### src/rtl/pipe_ctrl_if.sv
// Hazard-source and stage-control signal bundle between the pipeline datapath and pipe_ctrl.
// slave: the sequencer side; master: the datapath side that raises causes and consumes controls.
interface pipe_ctrl_if #(
   parameter int unsigned CNT_W = 32
);
   logic             if_busy;
   logic             mem_busy;
   logic             exc_valid;
   logic             ex_div;
   logic             ex_load;
   logic [4:0]       ex_regW;
   logic [4:0]       id_rs;
   logic [4:0]       id_rt;
   logic             id_use_rs;
   logic             id_use_rt;

   logic             pc_en;
   logic             pc_sel_exc;
   logic             ifid_en;
   logic             idex_en;
   logic             exmem_en;
   logic             memwb_en;
   logic             ifid_clr_n;
   logic             idex_clr_n;
   logic             exmem_clr_n;
   logic             memwb_clr_n;
   logic             div_busy;
   logic [CNT_W-1:0] stall_cnt;

   modport slave (
      input  if_busy, mem_busy, exc_valid, ex_div, ex_load, ex_regW,
             id_rs, id_rt, id_use_rs, id_use_rt,
      output pc_en, pc_sel_exc, ifid_en, idex_en, exmem_en, memwb_en,
             ifid_clr_n, idex_clr_n, exmem_clr_n, memwb_clr_n, div_busy, stall_cnt
   );

   modport master (
      output if_busy, mem_busy, exc_valid, ex_div, ex_load, ex_regW,
             id_rs, id_rt, id_use_rs, id_use_rt,
      input  pc_en, pc_sel_exc, ifid_en, idex_en, exmem_en, memwb_en,
             ifid_clr_n, idex_clr_n, exmem_clr_n, memwb_clr_n, div_busy, stall_cnt
   );
endinterface

### src/rtl/pipe_ctrl.sv
// Stall/flush sequencer for the 5-stage pipeline: fixed-priority hazard resolution,
// divide-wait / exception-drain state machine and a stall-cycle performance counter.
module pipe_ctrl #(
   parameter int unsigned DIV_LAT = 32,
   parameter int unsigned CNT_W   = 32
) (
   input  logic       clk,
   input  logic       rset,
   pipe_ctrl_if.slave bus
);
   localparam int unsigned DCNT_W = 6;

   typedef enum logic [1:0] {
      RUN      = 2'd0,
      DIV      = 2'd1,
      EXC_WAIT = 2'd2
   } state_e;

   state_e              state_q, state_d;
   logic [DCNT_W-1:0]   div_cnt_q, div_cnt_d;
   logic [CNT_W-1:0]    stall_cnt_q, stall_cnt_d;
   logic                load_use;
   logic                div_hold;

   assign load_use = bus.ex_load && (bus.ex_regW != 5'd0) &&
                     ((bus.id_use_rs && (bus.id_rs == bus.ex_regW)) ||
                      (bus.id_use_rt && (bus.id_rt == bus.ex_regW)));

   // Single-cycle decision; reset forces every control low asynchronously.
   always_comb begin
      state_d         = state_q;
      div_cnt_d       = div_cnt_q;
      div_hold        = 1'b0;
      bus.pc_en       = 1'b1;
      bus.pc_sel_exc  = 1'b0;
      bus.ifid_en     = 1'b1;
      bus.idex_en     = 1'b1;
      bus.exmem_en    = 1'b1;
      bus.memwb_en    = 1'b1;
      bus.ifid_clr_n  = 1'b1;
      bus.idex_clr_n  = 1'b1;
      bus.exmem_clr_n = 1'b1;
      bus.memwb_clr_n = 1'b1;
      bus.div_busy    = 1'b0;

      if (state_q == EXC_WAIT) begin
         // Stale fetch and younger stages stay flushed until the fetch returns.
         bus.ifid_clr_n  = 1'b0;
         bus.idex_clr_n  = 1'b0;
         bus.exmem_clr_n = 1'b0;
         bus.memwb_clr_n = 1'b0;
         if (!bus.if_busy) begin
            bus.pc_sel_exc = 1'b1;
            state_d        = RUN;
         end else begin
            bus.pc_en = 1'b0;
         end
      end else if (bus.exc_valid) begin
         bus.ifid_clr_n  = 1'b0;
         bus.idex_clr_n  = 1'b0;
         bus.exmem_clr_n = 1'b0;
         bus.memwb_clr_n = 1'b0;
         if (!bus.if_busy) begin
            bus.pc_sel_exc = 1'b1;
            state_d        = RUN;
         end else begin
            bus.pc_en = 1'b0;
            state_d   = EXC_WAIT;
         end
      end else if (state_q == DIV) begin
         if (div_cnt_q == '0) begin
            state_d = RUN;
         end else begin
            div_hold  = 1'b1;
            div_cnt_d = div_cnt_q - DCNT_W'(1);
         end
      end else if (bus.mem_busy) begin
         bus.pc_en       = 1'b0;
         bus.ifid_en     = 1'b0;
         bus.idex_en     = 1'b0;
         bus.exmem_en    = 1'b0;
         bus.memwb_clr_n = 1'b0;
      end else if (bus.ex_div) begin
         div_hold  = 1'b1;
         div_cnt_d = DCNT_W'(DIV_LAT - 1);
         state_d   = DIV;
      end else if (load_use) begin
         bus.pc_en      = 1'b0;
         bus.ifid_en    = 1'b0;
         bus.idex_clr_n = 1'b0;
      end else if (bus.if_busy) begin
         bus.pc_en      = 1'b0;
         bus.ifid_clr_n = 1'b0;
      end

      // Divide stays in EX; MEM receives bubbles while older work drains through WB.
      if (div_hold) begin
         bus.pc_en       = 1'b0;
         bus.ifid_en     = 1'b0;
         bus.idex_en     = 1'b0;
         bus.exmem_clr_n = 1'b0;
         bus.div_busy    = 1'b1;
      end

      if (!rset) begin
         state_d         = RUN;
         div_cnt_d       = '0;
         bus.pc_en       = 1'b0;
         bus.pc_sel_exc  = 1'b0;
         bus.ifid_en     = 1'b0;
         bus.idex_en     = 1'b0;
         bus.exmem_en    = 1'b0;
         bus.memwb_en    = 1'b0;
         bus.ifid_clr_n  = 1'b0;
         bus.idex_clr_n  = 1'b0;
         bus.exmem_clr_n = 1'b0;
         bus.memwb_clr_n = 1'b0;
         bus.div_busy    = 1'b0;
      end
   end

   assign stall_cnt_d   = bus.pc_en ? stall_cnt_q : stall_cnt_q + CNT_W'(1);
   assign bus.stall_cnt = stall_cnt_q;

   always_ff @(posedge clk or negedge rset) begin
      if (!rset) begin
         state_q     <= RUN;
         div_cnt_q   <= '0;
         stall_cnt_q <= '0;
      end else begin
         state_q     <= state_d;
         div_cnt_q   <= div_cnt_d;
         stall_cnt_q <= stall_cnt_d;
      end
   end
endmodule

### src/flat_wrapper.sv
// flat-port wrapper written by rule: the top's interface ports become plain ports
module pipe_ctrl_flat 
#(
   parameter int unsigned DIV_LAT = 32,
   parameter int unsigned CNT_W   = 32
)
  (clk, rset, bus_if_busy, bus_mem_busy, bus_exc_valid, bus_ex_div, bus_ex_load, bus_ex_regW, bus_id_rs, bus_id_rt, bus_id_use_rs, bus_id_use_rt, bus_pc_en, bus_pc_sel_exc, bus_ifid_en, bus_idex_en, bus_exmem_en, bus_memwb_en, bus_ifid_clr_n, bus_idex_clr_n, bus_exmem_clr_n, bus_memwb_clr_n, bus_div_busy, bus_stall_cnt);
  pipe_ctrl_if #(.CNT_W(CNT_W)) bus_i ();
  input  logic clk;
  input  logic rset;
  input wire logic [$bits(bus_i.if_busy)-1:0] bus_if_busy;
  input wire logic [$bits(bus_i.mem_busy)-1:0] bus_mem_busy;
  input wire logic [$bits(bus_i.exc_valid)-1:0] bus_exc_valid;
  input wire logic [$bits(bus_i.ex_div)-1:0] bus_ex_div;
  input wire logic [$bits(bus_i.ex_load)-1:0] bus_ex_load;
  input wire logic [$bits(bus_i.ex_regW)-1:0] bus_ex_regW;
  input wire logic [$bits(bus_i.id_rs)-1:0] bus_id_rs;
  input wire logic [$bits(bus_i.id_rt)-1:0] bus_id_rt;
  input wire logic [$bits(bus_i.id_use_rs)-1:0] bus_id_use_rs;
  input wire logic [$bits(bus_i.id_use_rt)-1:0] bus_id_use_rt;
  output wire logic [$bits(bus_i.pc_en)-1:0] bus_pc_en;
  output wire logic [$bits(bus_i.pc_sel_exc)-1:0] bus_pc_sel_exc;
  output wire logic [$bits(bus_i.ifid_en)-1:0] bus_ifid_en;
  output wire logic [$bits(bus_i.idex_en)-1:0] bus_idex_en;
  output wire logic [$bits(bus_i.exmem_en)-1:0] bus_exmem_en;
  output wire logic [$bits(bus_i.memwb_en)-1:0] bus_memwb_en;
  output wire logic [$bits(bus_i.ifid_clr_n)-1:0] bus_ifid_clr_n;
  output wire logic [$bits(bus_i.idex_clr_n)-1:0] bus_idex_clr_n;
  output wire logic [$bits(bus_i.exmem_clr_n)-1:0] bus_exmem_clr_n;
  output wire logic [$bits(bus_i.memwb_clr_n)-1:0] bus_memwb_clr_n;
  output wire logic [$bits(bus_i.div_busy)-1:0] bus_div_busy;
  output wire logic [$bits(bus_i.stall_cnt)-1:0] bus_stall_cnt;
  assign bus_i.if_busy = bus_if_busy;
  assign bus_i.mem_busy = bus_mem_busy;
  assign bus_i.exc_valid = bus_exc_valid;
  assign bus_i.ex_div = bus_ex_div;
  assign bus_i.ex_load = bus_ex_load;
  assign bus_i.ex_regW = bus_ex_regW;
  assign bus_i.id_rs = bus_id_rs;
  assign bus_i.id_rt = bus_id_rt;
  assign bus_i.id_use_rs = bus_id_use_rs;
  assign bus_i.id_use_rt = bus_id_use_rt;
  assign bus_pc_en = bus_i.pc_en;
  assign bus_pc_sel_exc = bus_i.pc_sel_exc;
  assign bus_ifid_en = bus_i.ifid_en;
  assign bus_idex_en = bus_i.idex_en;
  assign bus_exmem_en = bus_i.exmem_en;
  assign bus_memwb_en = bus_i.memwb_en;
  assign bus_ifid_clr_n = bus_i.ifid_clr_n;
  assign bus_idex_clr_n = bus_i.idex_clr_n;
  assign bus_exmem_clr_n = bus_i.exmem_clr_n;
  assign bus_memwb_clr_n = bus_i.memwb_clr_n;
  assign bus_div_busy = bus_i.div_busy;
  assign bus_stall_cnt = bus_i.stall_cnt;
  pipe_ctrl #(.DIV_LAT(DIV_LAT), .CNT_W(CNT_W)) u_core (.clk(clk), .rset(rset), .bus(bus_i));
endmodule
### config.mk
export PLATFORM = sky130hd
export DESIGN_NAME = pipe_ctrl_flat
export DESIGN_NICKNAME = d
export VERILOG_FILES = /design/src/rtl/pipe_ctrl_if.sv /design/src/rtl/pipe_ctrl.sv /design/src/flat_wrapper.sv
export SDC_FILE = /design/constraint.sdc
export NUM_CORES = 1
export LEC_CHECK = 0
export BUFFER_PORTS_ARGS = -buffer_cell sky130_fd_sc_hd__buf_2
export CAP_MARGIN = 20
export CORE_ASPECT_RATIO = 1.5
export CORE_UTILIZATION = 30
export DETAILED_ROUTE_END_ITERATION = 10
export HOLD_SLACK_MARGIN = 0.02
export SLEW_MARGIN = 10
export SYNTH_ARGS = -nofsm -noshare
export SYNTH_HDL_FRONTEND = slang
export SYNTH_SLANG_ARGS = --single-unit
### constraint.sdc
create_clock -name clk -period 2.3 [get_ports clk]
set_input_delay 0.46 -clock clk [delete_from_list [all_inputs] [get_ports clk]]
set_output_delay 0.46 -clock clk [all_outputs]
set_load 0.01 [all_outputs]
# Word-level counts from Yosys, hierarchy flattened
# Cells that the tools add are included.
[totals]
ff_bits = 40
inputBits = 24
out_inout_bits = 43
wordCells = 98
[classes]
addsub = 2
eq_ne = 13
n_mux = 71
n_reduce_logical = 9
[ops]
columns = ["cell", "n"]
rows = [
  ["$mux W1", 55],
  ["$mux W6", 7],
  ["$add A32 B1 Y32 const B", 1],
  ["$mux W2", 9],
  ["$eq A5 B5 Y1", 2],
  ["$logic_not A6 Y1", 1],
  ["$ne A3 B3 Y1 const B", 2],
  ["$sub A6 B1 Y6 const B", 1],
  ["$ne A5 B1 Y1 const B", 1],
  ["$ne A5 B2 Y1 const B", 1],
  ["$ne A5 B4 Y1 const B", 1],
  ["$reduce_and A5 Y1", 1],
  ["$reduce_bool A5 Y1", 1],
  ["$logic_and A1 B1 Y1", 4],
  ["$ne A2 B2 Y1 const B", 2],
  ["$reduce_and A4 Y1", 1],
  ["$ne A3 B1 Y1 const B", 1],
  ["$ne A3 B2 Y1 const B", 1],
  ["$eq A2 B1 Y1 const B", 1],
  ["$eq A2 B2 Y1 const B", 1],
  ["$logic_or A1 B1 Y1", 1],
]

# Logic depth before layout (Yosys ltp)
[logic_depth]
depth_word = 12
mapped_depth = 9
depth_no_buf = 8

# Least setup slack after synthesis
# No wires, ideal clock.
[synth_path]
kind = "input to output"
from = "in bus_ex_regW[0]"
to = "out bus_pc_en"
t_arrival_ns = 1.709
t_required_ns = 1.840
setup_slack_ns = 0.131
stages = 7
path_buffers = 1
cell_sequence = "or4_1 > o21ai_0 > nor3_1 > nand2_1 > nand3_2 > inv_2 > buf_2"
[synth_via]
elab_chain_len = 12
word_cells_on_any_way = 16
cone_classes = "2 x eq/ne; 8 x mux; 6 x reduce/logical"
[synth_lines]
columns = ["element", "line", "rtl"]
rows = [
  ["start: declaration", "flat_wrapper.sv:16", "input wire logic [$bits(bus_i.ex_regW)-1:0] bus_ex_regW;"],
  ["$eq A5 B5 Y1 (on tied branches)", "pipe_ctrl.sv:26, pipe_ctrl.sv:27", ""],
  ["$logic_and A1 B1 Y1 (on tied branches)", "pipe_ctrl.sv:26, pipe_ctrl.sv:27", ""],
  ["$logic_or A1 B1 Y1", "pipe_ctrl.sv:26", "((bus.id_use_rs && (bus.id_rs == bus.ex_regW)) ||"],
  ["$logic_and A1 B1 Y1 (*)", "pipe_ctrl.sv:25", "assign load_use = bus.ex_load && (bus.ex_regW != 5'd0) &&"],
  ["$mux W1 (*)", "pipe_ctrl.sv:87", "end else if (load_use) begin"],
  ["$mux W1 (*)", "pipe_ctrl.sv:83", "end else if (bus.ex_div) begin"],
  ["$mux W1 (*)", "pipe_ctrl.sv:77", "end else if (bus.mem_busy) begin"],
  ["$mux W1 (*)", "pipe_ctrl.sv:70", "end else if (state_q == DIV) begin"],
  ["$mux W1 (*)", "pipe_ctrl.sv:58", "end else if (bus.exc_valid) begin"],
  ["$mux W1 (*)", "pipe_ctrl.sv:46", "if (state_q == EXC_WAIT) begin"],
  ["$mux W1 (*)", "pipe_ctrl.sv:97", "if (div_hold) begin"],
  ["$mux W1 (*)", "pipe_ctrl.sv:105", "if (!rset) begin"],
  ["end: declaration", "flat_wrapper.sv:21", "output wire logic [$bits(bus_i.pc_en)-1:0] bus_pc_en;"],
]
# Mark *: on every way between the ends. The rest lies on a longest branch, timed or not.

# Final worst setup path
[layout_path]
from = "reg u_core.state_q[0]"
to = "out bus_ifid_en"
[layout_via]
elab_chain_len = 6
word_cells_on_any_way = 10
cone_classes = "2 x eq/ne; 8 x mux"
[layout_lines]
columns = ["element", "line", "rtl"]
rows = [
  ["start: declaration", "pipe_ctrl.sv:19", "state_e state_q, state_d;"],
  ["start signal: assignment", "pipe_ctrl.sv:131", "state_q <= state_d;"],
  ["$eq A2 B1 Y1", "pipe_ctrl.sv:70", ""],
  ["$mux W1", "pipe_ctrl.sv:70", ""],
  ["$mux W1", "pipe_ctrl.sv:58", ""],
  ["$mux W1", "pipe_ctrl.sv:46", ""],
  ["$mux W1 (*)", "pipe_ctrl.sv:97", ""],
  ["$mux W1 (*)", "pipe_ctrl.sv:105", ""],
  ["end: declaration", "flat_wrapper.sv:23", "output wire logic [$bits(bus_i.ifid_en)-1:0] bus_ifid_en;"],
]
# Marked as above.

==> run_results.csv <==
group,metric,value,unit
power_and_ir_drop,comb_power_share,27.9,%
timing,fin_crit_sh,98.4,%
cts,cts_tree,"built",
global_routing,grt_pass1_vias,2019,
cts,numCtsBuffers,5,
cts,path_clk_slew,0.08,ns
timing,slew_headroom,67.9,%
timing,fin_ws,0.0368,ns
cts,clockBufferDepth,2,
detailed_routing,drt_pass1_iterations,4,
worst_setup_path,critPathMaxStageDelay,0.40,ns
global_routing,antenna_found_initial,0,
cells_and_area,num_antenna_cells,0,
cells_and_area,area_delta_synth_final,30.5,%
power_and_ir_drop,powerDensity,696,mW/mm²
timing,fmax,442,MHz
run_status,status,"finished, final reports clean",
placement,io_buffers,66,
floorplan,die_height,108,µm
synthesis,syn_inst,245,
worst_setup_path,cp_data_arrival_time,1.80,ns
timing,skew,0.0107,ns
worst_hold_path,hold_path_class,"in2async",
power_and_ir_drop,ir_drop,364,µV
power_and_ir_drop,p_clk_share,27.6,%
power_and_ir_drop,netSwitchingPower,0.684,mW
timing,rsz0062_at_grt,"yes",
global_routing,grt_start_max_net_pins,40,
floorplan,die_w,72.7,µm
detailed_routing,route.vias.total,2081,
worst_setup_path,critical_path_required,1.84,ns
power_and_ir_drop,p_seq_share,44.6,%
detailed_routing,viasPerCell,4.85,
detailed_routing,routed_wl,5740,µm
worst_setup_path,endpoint_kind,"output pin",
placement,placed_area,0.00278,mm²
power_and_ir_drop,p_total,2.05,mW
floorplan,ioPinCount,67,
cts,htreeDepth,2,
cts,clock-root-buffer,"clkbuf_8",
global_routing,grt_pass1_wl,9270,µm
worst_setup_path,r2r_cells,9,
timing,finalSetupTns,0,ns
worst_setup_path,cp-start-kind,"flip-flop",
detailed_routing,drt_first_iter_violations,98,
global_routing,grt_usage,15.3,%
timing,final_hold_viol_count,0,
power_and_ir_drop,intPower,1.36,mW
synthesis,synth_edf_count,0,
timing,drv_slew,0,
worst_setup_path,critPathKind,"reg2out",
synthesis,ys.flop_type,"dfrtp_1",
worst_setup_path,cp_num_cells,6,
cts,clock_latency,0.29,ns
worst_setup_path,slowest_stage,"or3_4",
synthesis,syn_area_per_cell,9.19,µm²
placement,dp_hpwl,4410,µm
detailed_routing,ant_nets,0,
cells_and_area,design_area,0.00294,mm²
timing,setup_violations,0,
floorplan,start_util,31.1,%
cts,cts_sinks,40,
synthesis,yosys_warnings,0,
worst_setup_path,worst-path-buf-inv,1,
detailed_routing,drcViolationCount,0,
placement,gp_congestion,0.809,
synthesis,synth_seq_area_share,44.5,%
detailed_routing,wl_per_cell,13.4,µm
synthesis,synth_area,0.00225,mm²
worst_setup_path,cp_cell_sequence,"nor2b_1 -> or3_4 -> nor3_2 -> nand2_1 -> and2_1 -> buf_2",
floorplan,core,0.00723,mm²
worst_setup_path,cp_max_fo,4,
power_and_ir_drop,leakagePower,1.26,nW
floorplan,row_count,38,
cells_and_area,fin_nets,355,
global_routing,overflow,0,
timing,fin_crit,2.26,ns
run,maxCapViolCount,0,
cells_and_area,drive_gt1_share,30.1,%
timing,worstMarginPinSlew,0.481,ns
worst_setup_path,crit_family,"simple AND/OR/NAND/NOR gates",
synthesis,synth_nets,272,
synthesis,netlist-cell-type-count,37,
floorplan,die-area,0.00786,mm²
synthesis,yosys_register_bits,40,
power_and_ir_drop,sw_frac_of_total,33.4,%
synthesis,synthArstFlopShare,100,%
placement,pre_cts_slack,0.0373,ns
[cells in the mapped netlist, drive strengths merged (2+ instances only)]
| library cell | instances | area share [%] |
|---|---|---|
| nand4 | 16 | 4.4 |
| inv | 9 | 1.5 |
| nor3b | 3 | 1.0 |
| dfrtp | 40 | 44 |
| a21oi | 7 | 1.6 |
| xor2 | 16 | 6.2 |
| and3 | 6 | 1.7 |
| nand3 | 19 | 4.4 |
| buf | 4 | 1.3 |
| and2 | 3 | 0.83 |
| o21ai | 7 | 1.6 |
| o211a | 2 | 0.89 |
| nand2 | 30 | 5.0 |
| clkbuf | 2 | 0.33 |
| nor3 | 14 | 3.1 |
| xnor2 | 25 | 9.7 |
| nor2b | 5 | 1.4 |
| nor4 | 6 | 1.7 |
| ha | 3 | 1.7 |
| nor2 | 15 | 2.5 |
| and4 | 2 | 0.78 |
[kinds of logic after synthesis]
group	Yosys count	share of synthesized area, %
XOR/XNOR	41	16.0
adder cells (fa/ha/maj)	4	2.11
AO/OA/AOI/OAI	22	5.89
buffers and inverters	15	3.11
AND/OR/NAND/NOR	122	28.0
flip-flops	40	44.5
multiplexers	1	0.500
[layout make-up]
class	count	area (µm²)
Clock buffer	6	72.6
Clock inverter	2	35.0
Fill cell	778	4290
Inverter	9	33.8
Multi-Input combinational cell	190	1220
Sequential cell	40	1000
Tap cell	100	125
Timing Repair Buffer	82	453
[metal layers]
| layer | share of wire, % | up-vias | routed length [µm] | GRT usage [%] |
|---|---|---|---|---|
| li1 | - | 1023 | - | - |
| met1 | 41 | 988 | 2340 | 16.4 |
| met2 | 54 | 62 | 3100 | 29.1 |
| met3 | 3.4 | 8 | 197 | 2.24 |
| met4 | 1.8 | 0 | 104 | 6.16 |
| met5 | 0 | - | 0 | 0 |
[what timing repair did]
item	in CTS	in global routing
hold endpoints to repair	1	0
pin swaps	0	1
gates resized for setup	0	9
hold buffers	1	0
cloned	0	0
setup buffers	1	0
endpoints found under the setup margin	2	8
[stage by stage]
stage / hold WS (ns) / std cells / utilization (%)
5_1_grt: 0.197 / 429 / 40.6
3_3_place_gp: 0.288 / 419 / 38.4
2_1_floorplan: 0.164 / 245 / -
4_1_cts: 0.177 / 429 / 40.1
6_report: 0.176 / 429 / 40.6
3_5_place_dp: 0.285 / 419 / 38.4
[worst reg2reg max path, delay by kind of cell (launching register included)]
kind,cells,cell delay (ns)
simple gates,6,1.29
buf+inv,2,0.23
flops,1,0.39
xor+xnor,1,0.17
[path summary, 6_finish.rpt]
path / start / slack (ns) / end
min in group clk: u_core.bus.stall_cnt[31] / 0.46 / u_core.bus.stall_cnt[31]
min: rset / 0.18 / u_core.bus.stall_cnt[4]
max: u_core.state_q[0] / 0.04 / bus_ifid_en
min reg2reg: u_core.bus.stall_cnt[31] / 0.46 / u_core.bus.stall_cnt[31]
max in group asynchronous: rset / 1.44 / u_core.bus.stall_cnt[24]
max reg2reg: u_core.state_q[0] / 0.16 / u_core.bus.stall_cnt[13]
[power by group through the flow]
stage	logic, mW	clock network [mW]	registers (mW)
final	0.570	0.564	0.911
after floorplan	0.294	0	0.950
after CTS	0.573	0.588	0.912
after global routing	0.631	0.607	0.928
after detailed placement	0.567	0	0.927
after global placement	0.558	0	0.923
[layout by cell type, fill, tap and decap left out, types with 2 or more instances in the layout]
master,count
nand4_1,16
inv_1,8
nand3_1,18
a21oi_1,6
nor3_1,13
buf_2,66
nor4_2,4
clkbuf_8,5
nor3b_1,3
o211a_1,2
and2_1,3
nor2b_1,5
xor2_1,16
o21ai_0,4
nor2_1,14
buf_4,15
nand2_1,30
and4_1,2
nor4_1,2
and3_1,6
xnor2_1,25
dfrtp_1,40
ha_1,3
o21ai_1,3
[sequential cells by signal (all words and copies together), names as in the netlist]
register / cells
u_core.bus.stall_cnt: 32
u_core.div_cnt_q: 6
u_core.state_q: 2
Power figures use the tool's default switching activity.
